## config.mk

```make
export PLATFORM = sky130hd
export DESIGN_NAME = stream_demux
export DESIGN_NICKNAME = d
export VERILOG_FILES = /design/src/rtl/stream_demux_pkg.sv /design/src/rtl/demux_out_slot.sv /design/src/rtl/stream_demux.sv
export SDC_FILE = /design/constraint.sdc
export NUM_CORES = 1
export LEC_CHECK = 0
export CORE_ASPECT_RATIO = 0.75
export CORE_MARGIN = 4
export CORE_UTILIZATION = 35
export CTS_CLUSTER_SIZE = 20
export DETAILED_ROUTE_END_ITERATION = 8
export SETUP_SLACK_MARGIN = 0.02
export SYNTH_ARGS = -nofsm -noshare
export SYNTH_HDL_FRONTEND = slang
export SYNTH_SLANG_ARGS = --single-unit
```

## constraint.sdc

```tcl
create_clock -name clk -period 3.04 [get_ports clk]
set_input_delay 0.608 -clock clk [delete_from_list [all_inputs] [get_ports clk]]
set_output_delay 0.608 -clock clk [all_outputs]
set_load 0.05 [all_outputs]
```

## src/rtl/stream_demux_pkg.sv

```systemverilog
// Shared routing-mode encoding for the stream demultiplexer and its users.
package stream_demux_pkg;

  typedef enum logic [1:0] {
    MODE_SEL   = 2'b00,
    MODE_BCAST = 2'b01,
    MODE_RR    = 2'b10,
    MODE_RSVD  = 2'b11
  } mode_e;

endpackage

```

## src/rtl/demux_out_slot.sv

```systemverilog
// One-entry output register for a demux channel; loaded beat appears next cycle.
// Reports free when empty or draining, so a slot refills in the same cycle it empties.
module demux_out_slot #(
  parameter int DATA_W = 8
) (
  input  logic              clk,
  input  logic              rst,
  input  logic              load,
  input  logic [DATA_W-1:0] in_data,
  input  logic              out_ready,
  output logic              out_valid,
  output logic [DATA_W-1:0] out_data,
  output logic              free
);

  assign free = ~out_valid | out_ready;

  always_ff @(posedge clk or posedge rst) begin
    if (rst) begin
      out_valid <= 1'b0;
      out_data  <= '0;
    end else if (load) begin
      out_valid <= 1'b1;
      out_data  <= in_data;
    end else if (out_ready) begin
      out_valid <= 1'b0;
    end
  end

endmodule

```

## src/rtl/stream_demux.sv

```systemverilog
// 1-to-N demux (select / broadcast / round-robin); one cycle to registered outputs.
// Producer is stalled until every targeted slot is free; beats with no target are dropped.
module stream_demux
  import stream_demux_pkg::*;
#(
  parameter int N_CH   = 4,
  parameter int DATA_W = 8,
  localparam int SEL_W = $clog2(N_CH)
) (
  input  logic                   clk,
  input  logic                   rst,
  input  logic [1:0]             mode,
  input  logic                   in_valid,
  output logic                   in_ready,
  input  logic [DATA_W-1:0]      in_data,
  input  logic [SEL_W-1:0]       in_sel,
  output logic [N_CH-1:0]        out_valid,
  input  logic [N_CH-1:0]        out_ready,
  output logic [N_CH*DATA_W-1:0] out_data,
  output logic [SEL_W-1:0]       rr_ptr,
  output logic                   err
);

  logic [N_CH-1:0] tm;
  logic [N_CH-1:0] free;
  logic [N_CH-1:0] load;
  logic            acc;
  logic            no_target;

  // Index compare per channel leaves the mask empty for in_sel >= N_CH.
  always_comb begin
    tm = '0;
    for (int i = 0; i < N_CH; i++) begin
      case (mode)
        MODE_SEL:   tm[i] = (int'(in_sel) == i);
        MODE_BCAST: tm[i] = 1'b1;
        MODE_RR:    tm[i] = (int'(rr_ptr) == i);
        default:    tm[i] = 1'b0;
      endcase
    end
  end

  assign no_target = (tm == '0);
  assign in_ready  = no_target | (&(~tm | free));
  assign acc       = in_valid & in_ready;
  assign load      = {N_CH{acc}} & tm;

  for (genvar i = 0; i < N_CH; i++) begin : g_slot
    demux_out_slot #(
      .DATA_W(DATA_W)
    ) u_slot (
      .clk      (clk),
      .rst      (rst),
      .load     (load[i]),
      .in_data  (in_data),
      .out_ready(out_ready[i]),
      .out_valid(out_valid[i]),
      .out_data (out_data[i*DATA_W +: DATA_W]),
      .free     (free[i])
    );
  end

  always_ff @(posedge clk or posedge rst) begin
    if (rst) begin
      rr_ptr <= '0;
      err    <= 1'b0;
    end else begin
      err <= acc & no_target;
      if (acc && (mode == MODE_RR)) begin
        rr_ptr <= (int'(rr_ptr) == N_CH - 1) ? '0 : rr_ptr + 1'b1;
      end
    end
  end

endmodule

```

==> results_dict.tcl, run 1 <==
set metrics [dict create \
    grt_first_pass_wirelength_um 6560 \
    relSlewSlack_pct 65.3 \
    wl_per_cell_um 16.4 \
    timing.setup.tns_ns 0 \
    path_buf_inv 2 \
    num_rows 21 \
    critPathCapture "in_ready" \
    holdBufCountCts 0 \
    critical_path.max_stage_delay_ns 0.45 \
    crit_cells 6 \
    io_pins 59 \
    p_seq_share_pct 29.7 \
    ys_ff_latch 39 \
    synth-seq-area-share_pct 56.3 \
    gp_congestion 0.749 \
    track_usage_pct 14.5 \
    synth_cells 126 \
    drive_above_1_share_pct 28.4 \
    antenna_cells 0 \
    fmax_mhz 345 \
    cts.sinks 39 \
    synth.distinct_cells 28 \
    startpoint_type "input pin" \
    min_period_ns 2.90 \
    slew_violations 0 \
    p_int_uw 1570 \
    first_pass_iters 4 \
    antenna_left 0 \
    die_area_sq_mm 0.00616 \
    first_iter_violations 23 \
    rr_worst_depth 5 \
    rrSetupSlack_ns 0.75 \
    hp-class "flip-flop to flip-flop" \
    crit_family "buffers and inverters" \
    syn_area_per_cell_sq_um 13.8 \
    hpwl_um 3070 \
    outcome "finished, final reports clean" \
    numCtsBuffers 5 \
    cts-root-buf "clkbuf_8" \
    synth_top_area_share_pct 56.3 \
    yosys-top-cells-area "dfrtp_1, mux2_2, nand2b_1" \
    crit_start "in_sel[1]" \
    crit_chain "clkdlybuf4s50_1 -> or2_2 -> a221oi_1 -> nor4_4 -> and2b_1 -> buf_4" \
    setup_viol 0 \
    clkLatencyLatePin_ns 0.28 \
    vias_per_cell 4.90 \
    path_max_fanout 4 \
    crit_slowest_cell "clkdlybuf4s50_1" \
    post_cts_resize_count 0 \
    r2r-end "g_slot[1].u_slot.out_data[1]" \
    hold_depth 1 \
    start_util_pct 37.5 \
    clkPwrFrac_pct 14.0 \
    ys.flop_type "dfrtp_1" \
    r2r_start "rr_ptr[0]" \
    antenna_found_initial 0 \
    combPwrFrac_pct 56.3 \
    regArea_sq_um 976 \
    area_delta_synth_final_pct 42.9 \
    coreArea_sq_mm 0.00462 \
    nNetsFinal 211 \
    finClkSkew_ns 0.00623 \
    synth_edf_count 0 \
    cap_violations 0 \
    cts_tree "yes" \
    h-tree-depth 2 \
    final_util_pct 53.6 \
    tightest_slew_ns 0.519 \
    critPathKind "input pin to primary output" \
    wirelength_um 4060 \
    fill_cells 412 \
    io_buffers 58 \
    synthArstFlopShare_pct 100 \
    critPathCaptureType "primary output" \
    die_w_um 89.3 \
    die-height_um 69.0 \
    syn_area_sq_mm 0.00173 \
    period_share_pct 95.4 \
    grt_max_degree 40 \
    multi_input_area_sq_um 698 \
    clk_transition_reported_paths_ns 0.07 \
    cts_setup_buffers 0 \
    synth_area_leader_cell "dfrtp_1" \
    leakagePower_uw 0.00105 \
    clockBufferDepth 2 \
    hold_viol_final 0 \
    vias 1211 \
    route.detailed.drc 0 \
    cp.arrival_ns 2.29 \
    swShare_pct 46.1 \
    grt_pass1_vias 1363 \
    ys_warn_count 0 \
    grt_overflow_total 0 \
    cp.required_ns 2.43 \
    power_density_mw_per_mm2 1170 \
    peakVddDrop_v 0.000645 \
    syn-num-nets 147 \
    rsz0062_at_grt "false" \
    p_sw_uw 1340 \
]
[metal layers]
metal / GRT usage [%] / vias to the layer above / share of wire [%]
li1: - / 564 / -
met1: 17.0 / 607 / 41
met2: 25.6 / 34 / 52
met3: 4.99 / 6 / 5.8
met4: 3.90 / 0 / 0.99
met5: 0 / - / 0
[stage by stage]
| step | std cells | total power (uW) | setup slack [ns] | cell area (sq um) | hold slack (ns) |
|---|---|---|---|---|---|
| 2_1_floorplan | 126 | 1950 | 0.408 | 1730 | 0.465 |
| 3_3_place_gp | 240 | 2500 | 0.165 | 2380 | 0.489 |
| 3_5_place_dp | 240 | 2530 | 0.0673 | 2380 | 0.494 |
| 4_1_cts | 247 | 2950 | 0.132 | 2480 | 0.510 |
| 5_1_grt | 247 | 3060 | 0.0320 | 2480 | 0.530 |
| 6_report | 247 | 2910 | 0.140 | 2480 | 0.506 |
[worst reg2reg max path: cells and delay by family (launching register included)]
family,cells,cell delay (ns)
and+or+nand+nor,2,0.79
DFF,1,0.45
muxes,1,0.39
AOI/OAI and AO/OA,1,0.37
buffers and inverters,1,0.19
[power groups by stage]
stage                     Sequential, uW  Combinational, uW  Clock, uW
after detailed placement             878               1650          0
after global placement               865               1640          0
final                                863               1640        407
after global routing                 897               1720        444
after CTS                            869               1660        419
after floorplan                     1580                378          0
[cells in the mapped netlist (all sizes together) (2+ instances only)]
| cell | n |
|---|---|
| a22o | 2 |
| mux2 | 34 |
| ha | 2 |
| nand3 | 5 |
| nor2 | 5 |
| nand2 | 5 |
| inv | 4 |
| dfrtp | 39 |
| buf | 6 |
| nand2b | 8 |
| a221oi | 3 |
[cell usage in the layout (no fill, tap or decap), types with 2 or more instances in the layout]
master           instances
clkdlybuf4s50_1         57
dfrtp_1                 39
mux2_2                  34
nand2b_1                 8
buf_4                    6
nand2_1                  5
clkbuf_8                 5
inv_1                    4
nor2_1                   4
a221oi_1                 3
nand3_1                  3
a22o_1                   2
nand3_2                  2
ha_1                     2
[cell type report]
type,count,share of cell area [%]
clock buffers,6,2.93
repair buffers,63,24.8
inverters,4,0.606
well taps,57,2.88
flip-flops and latches,39,39.4
multi-input cells,77,28.2
clock inverters,1,1.21
[kinds of logic after synthesis]
kind of cell | Yosys count | share of synthesized area, %
fa+ha+maj | 2 | 1.44
simple gates | 33 | 13.1
buf+inv | 10 | 3.46
flops | 39 | 56.3
mux | 34 | 22.1
compound gates | 8 | 3.68
[sequential cells by signal (all words and copies together) (netlist names)]
register	flops
err	1
g_slot.u_slot.out_data	32
g_slot.u_slot.out_valid	4
rr_ptr	2
[worst min path at each step]
stage | start | endpoint | slack [ns]
4_1_cts | g_slot[2].u_slot.out_data[5] | g_slot[2].u_slot.out_data[5] | 0.51
3_3_place_gp | g_slot[3].u_slot.out_data[6] | g_slot[3].u_slot.out_data[6] | 0.49
3_5_place_dp | g_slot[2].u_slot.out_data[5] | g_slot[2].u_slot.out_data[5] | 0.49
5_1_grt | g_slot[2].u_slot.out_data[5] | g_slot[2].u_slot.out_data[5] | 0.53
2_1_floorplan | g_slot[0].u_slot.out_valid | g_slot[0].u_slot.out_valid | 0.47
6_report | g_slot[2].u_slot.out_data[5] | g_slot[2].u_slot.out_data[5] | 0.51
(Power assumes the default switching activity.)
==> inputs of run 2 (changes only) <==
==> constraint.sdc (replaced) <==
create_clock -name clk -period 3.04 [get_ports clk]
set_input_delay 0.608 -clock clk [delete_from_list [all_inputs] [get_ports clk]]
set_output_delay 0.608 -clock clk [all_outputs]
set_load 0.01 [all_outputs]
==> run 2 against run 1 <==
Via count grew 3.1%; register-to-register slack lost 0.06 ns; sequential power is essentially flat; sequential share of layout area shrank 1.1 points; worst setup slack lost 0.016 ns; sequential cell count is the same; largest cell class unchanged.
==> results_dict.tcl, run 2 (same netlist as run 1, synthesis figures left out) <==
set metrics [dict create \
    first_iter_violations 19 \
    grt_overflow_total 0 \
    antenna_cells 0 \
    start_util_pct 37.5 \
    grt_pass1_vias 1361 \
    slew_violations 0 \
    cts-root-buf "clkbuf_8" \
    leakagePower_uw 0.00109 \
    antenna_left 0 \
    hold_viol_final 0 \
    cts.sinks 39 \
    fmax_mhz 343 \
    num_rows 21 \
    wl_per_cell_um 16.8 \
    clkLatencyLatePin_ns 0.29 \
    die_area_sq_mm 0.00616 \
    power_density_mw_per_mm2 894 \
    rrSetupSlack_ns 0.69 \
    multi_input_area_sq_um 711 \
    final_util_pct 55.2 \
    final_common_cell "clkdlybuf4s50_1" \
    top_register "g_slot.u_slot.out_data" \
    cap_violations 0 \
    drive_above_1_share_pct 32.0 \
    outcome "finished, final reports clean" \
    timing.setup.tns_ns 0 \
    rsz0062_at_grt "false" \
    route.detailed.drc 0 \
    track_usage_pct 14.8 \
    fill_cells 399 \
    p_sw_uw 679 \
    critPathCaptureType "primary output" \
    nNetsFinal 217 \
    clk_transition_reported_paths_ns 0.07 \
    die-height_um 69.0 \
    min_period_ns 2.92 \
    io_pins 59 \
    cts_tree "yes" \
    setup_viol 0 \
    first_pass_iters 4 \
    wirelength_um 4260 \
    path_buf_inv 3 \
    critPathKind "input pin to primary output" \
    regArea_sq_um 976 \
    finClkSkew_ns 0.00284 \
    coreArea_sq_mm 0.00462 \
    p_int_uw 1600 \
    combPwrFrac_pct 42.5 \
    antenna_found_initial 0 \
    hp-class "flip-flop to flip-flop" \
    path_max_fanout 4 \
    gp_congestion 0.759 \
    relSlewSlack_pct 66.9 \
    final_cell_mix "clkdlybuf4s50_1, dfrtp_1, mux2_2" \
    reg.largest.list "g_slot.u_slot.out_data: 32 flops, g_slot.u_slot.out_valid: 4 flops, rr_ptr: 2 flops" \
    grt_first_pass_wirelength_um 6620 \
    grt_max_degree 40 \
    clockBufferDepth 2 \
    largest_reg_flops 32 \
    crit_family "buffers and inverters" \
    vias_per_cell 4.91 \
    peakVddDrop_v 0.000410 \
    numCtsBuffers 5 \
    p_seq_share_pct 37.9 \
    area_delta_synth_final_pct 47.2 \
    io_buffers 58 \
    vias 1248 \
    tightest_slew_ns 0.497 \
    crit_slowest_cell "clkdlybuf4s50_1" \
    critical_path.max_stage_delay_ns 0.45 \
    cp.required_ns 2.43 \
    hpwl_um 3190 \
    die_w_um 89.3 \
    startpoint_type "input pin" \
    swShare_pct 29.8 \
    cp.arrival_ns 2.31 \
    power.total_uw 2280 \
    clkPwrFrac_pct 19.6 \
    crit_chain "clkdlybuf4s50_1 -> or2_2 -> a221oi_2 -> buf_4 -> nor4_4 -> and2b_1 -> dlygate4sd2_1" \
    period_share_pct 95.9 \
    h-tree-depth 2 \
]
-- run 2: cell count changes in the layout (fill, tap and decap cells not counted), sizes merged --
cell / change
dlygate4sd2: +1
buf: +5
clkinv: +1
-- run 2: path summary, 6_finish.rpt --
path	startpoint	end	cells after the start
setup / recovery	in_sel[1]	in_ready	7
hold / removal	g_slot[2].u_slot.out_data[0]	g_slot[2].u_slot.out_data[0]	1
setup reg to reg	rr_ptr[0]	g_slot[1].u_slot.out_data[7]	9
hold reg to reg	g_slot[2].u_slot.out_data[0]	g_slot[2].u_slot.out_data[0]	1
max in group asynchronous	rst	g_slot[0].u_slot.out_data[6]	3
min in group asynchronous	rst	g_slot[1].u_slot.out_data[3]	3
-- run 2: cell type report --
cell class | count | share of cell area [%]
clock buffer | 6 | 3.24
clock inverter | 2 | 1.37
inverter | 4 | 0.588
multi-input combinational | 77 | 27.8
sequential | 39 | 38.2
tap | 57 | 2.79
timing repair buffer | 69 | 25.9
-- run 2: power by group through the flow --
| stage | sequential (uW) | combinational [uW] | clock [uW] |
|---|---|---|---|
| global placement | 862 | 969 | 0 |
| CTS | 868 | 988 | 460 |
| floorplan | 950 | 330 | 0 |
| finish | 864 | 969 | 448 |
| detailed placement | 878 | 981 | 0 |
| global route | 894 | 1040 | 483 |
-- run 2: worst reg2reg max path: stages (launching register included) --
cell and delay [ns]:
dfrtp_1 0.45, inv_1 0.07, ha_1 0.19, nand2b_1 0.12, a221oi_2 0.07, buf_4 0.14, nor4_4 0.21, buf_4 0.20
nand4b_2 0.37, mux2_2 0.41
-- run 2: repair_timing --
| action | CTS | global route |
|---|---|---|
| hold buffers | 0 | 0 |
| buffers inserted | 0 | 0 |
| gates resized for setup | 3 | 0 |
| endpoints found under the hold margin | 0 | 0 |
| endpoints found under the setup margin | 1 | 0 |
-- run 2: metal layers --
metal,track usage [%],vias to the layer above,share of wire [%]
met3,6.41,5,6.7
met4,3.35,0,0.91
li1,-,583,-
met5,0,-,0
met1,16.7,625,41
met2,26.2,35,52
-- run 2: through the flow --
stage	instance area [sq um]	hold WS, ns	cells	setup WS (ns)
after floorplan	1730	0.465	126	0.661
after global placement	2420	0.490	246	-0.102
after detailed placement	2420	0.494	246	-0.137
after CTS	2550	0.511	254	0.105
after global routing	2550	0.521	254	0.0632
final	2550	0.508	254	0.123
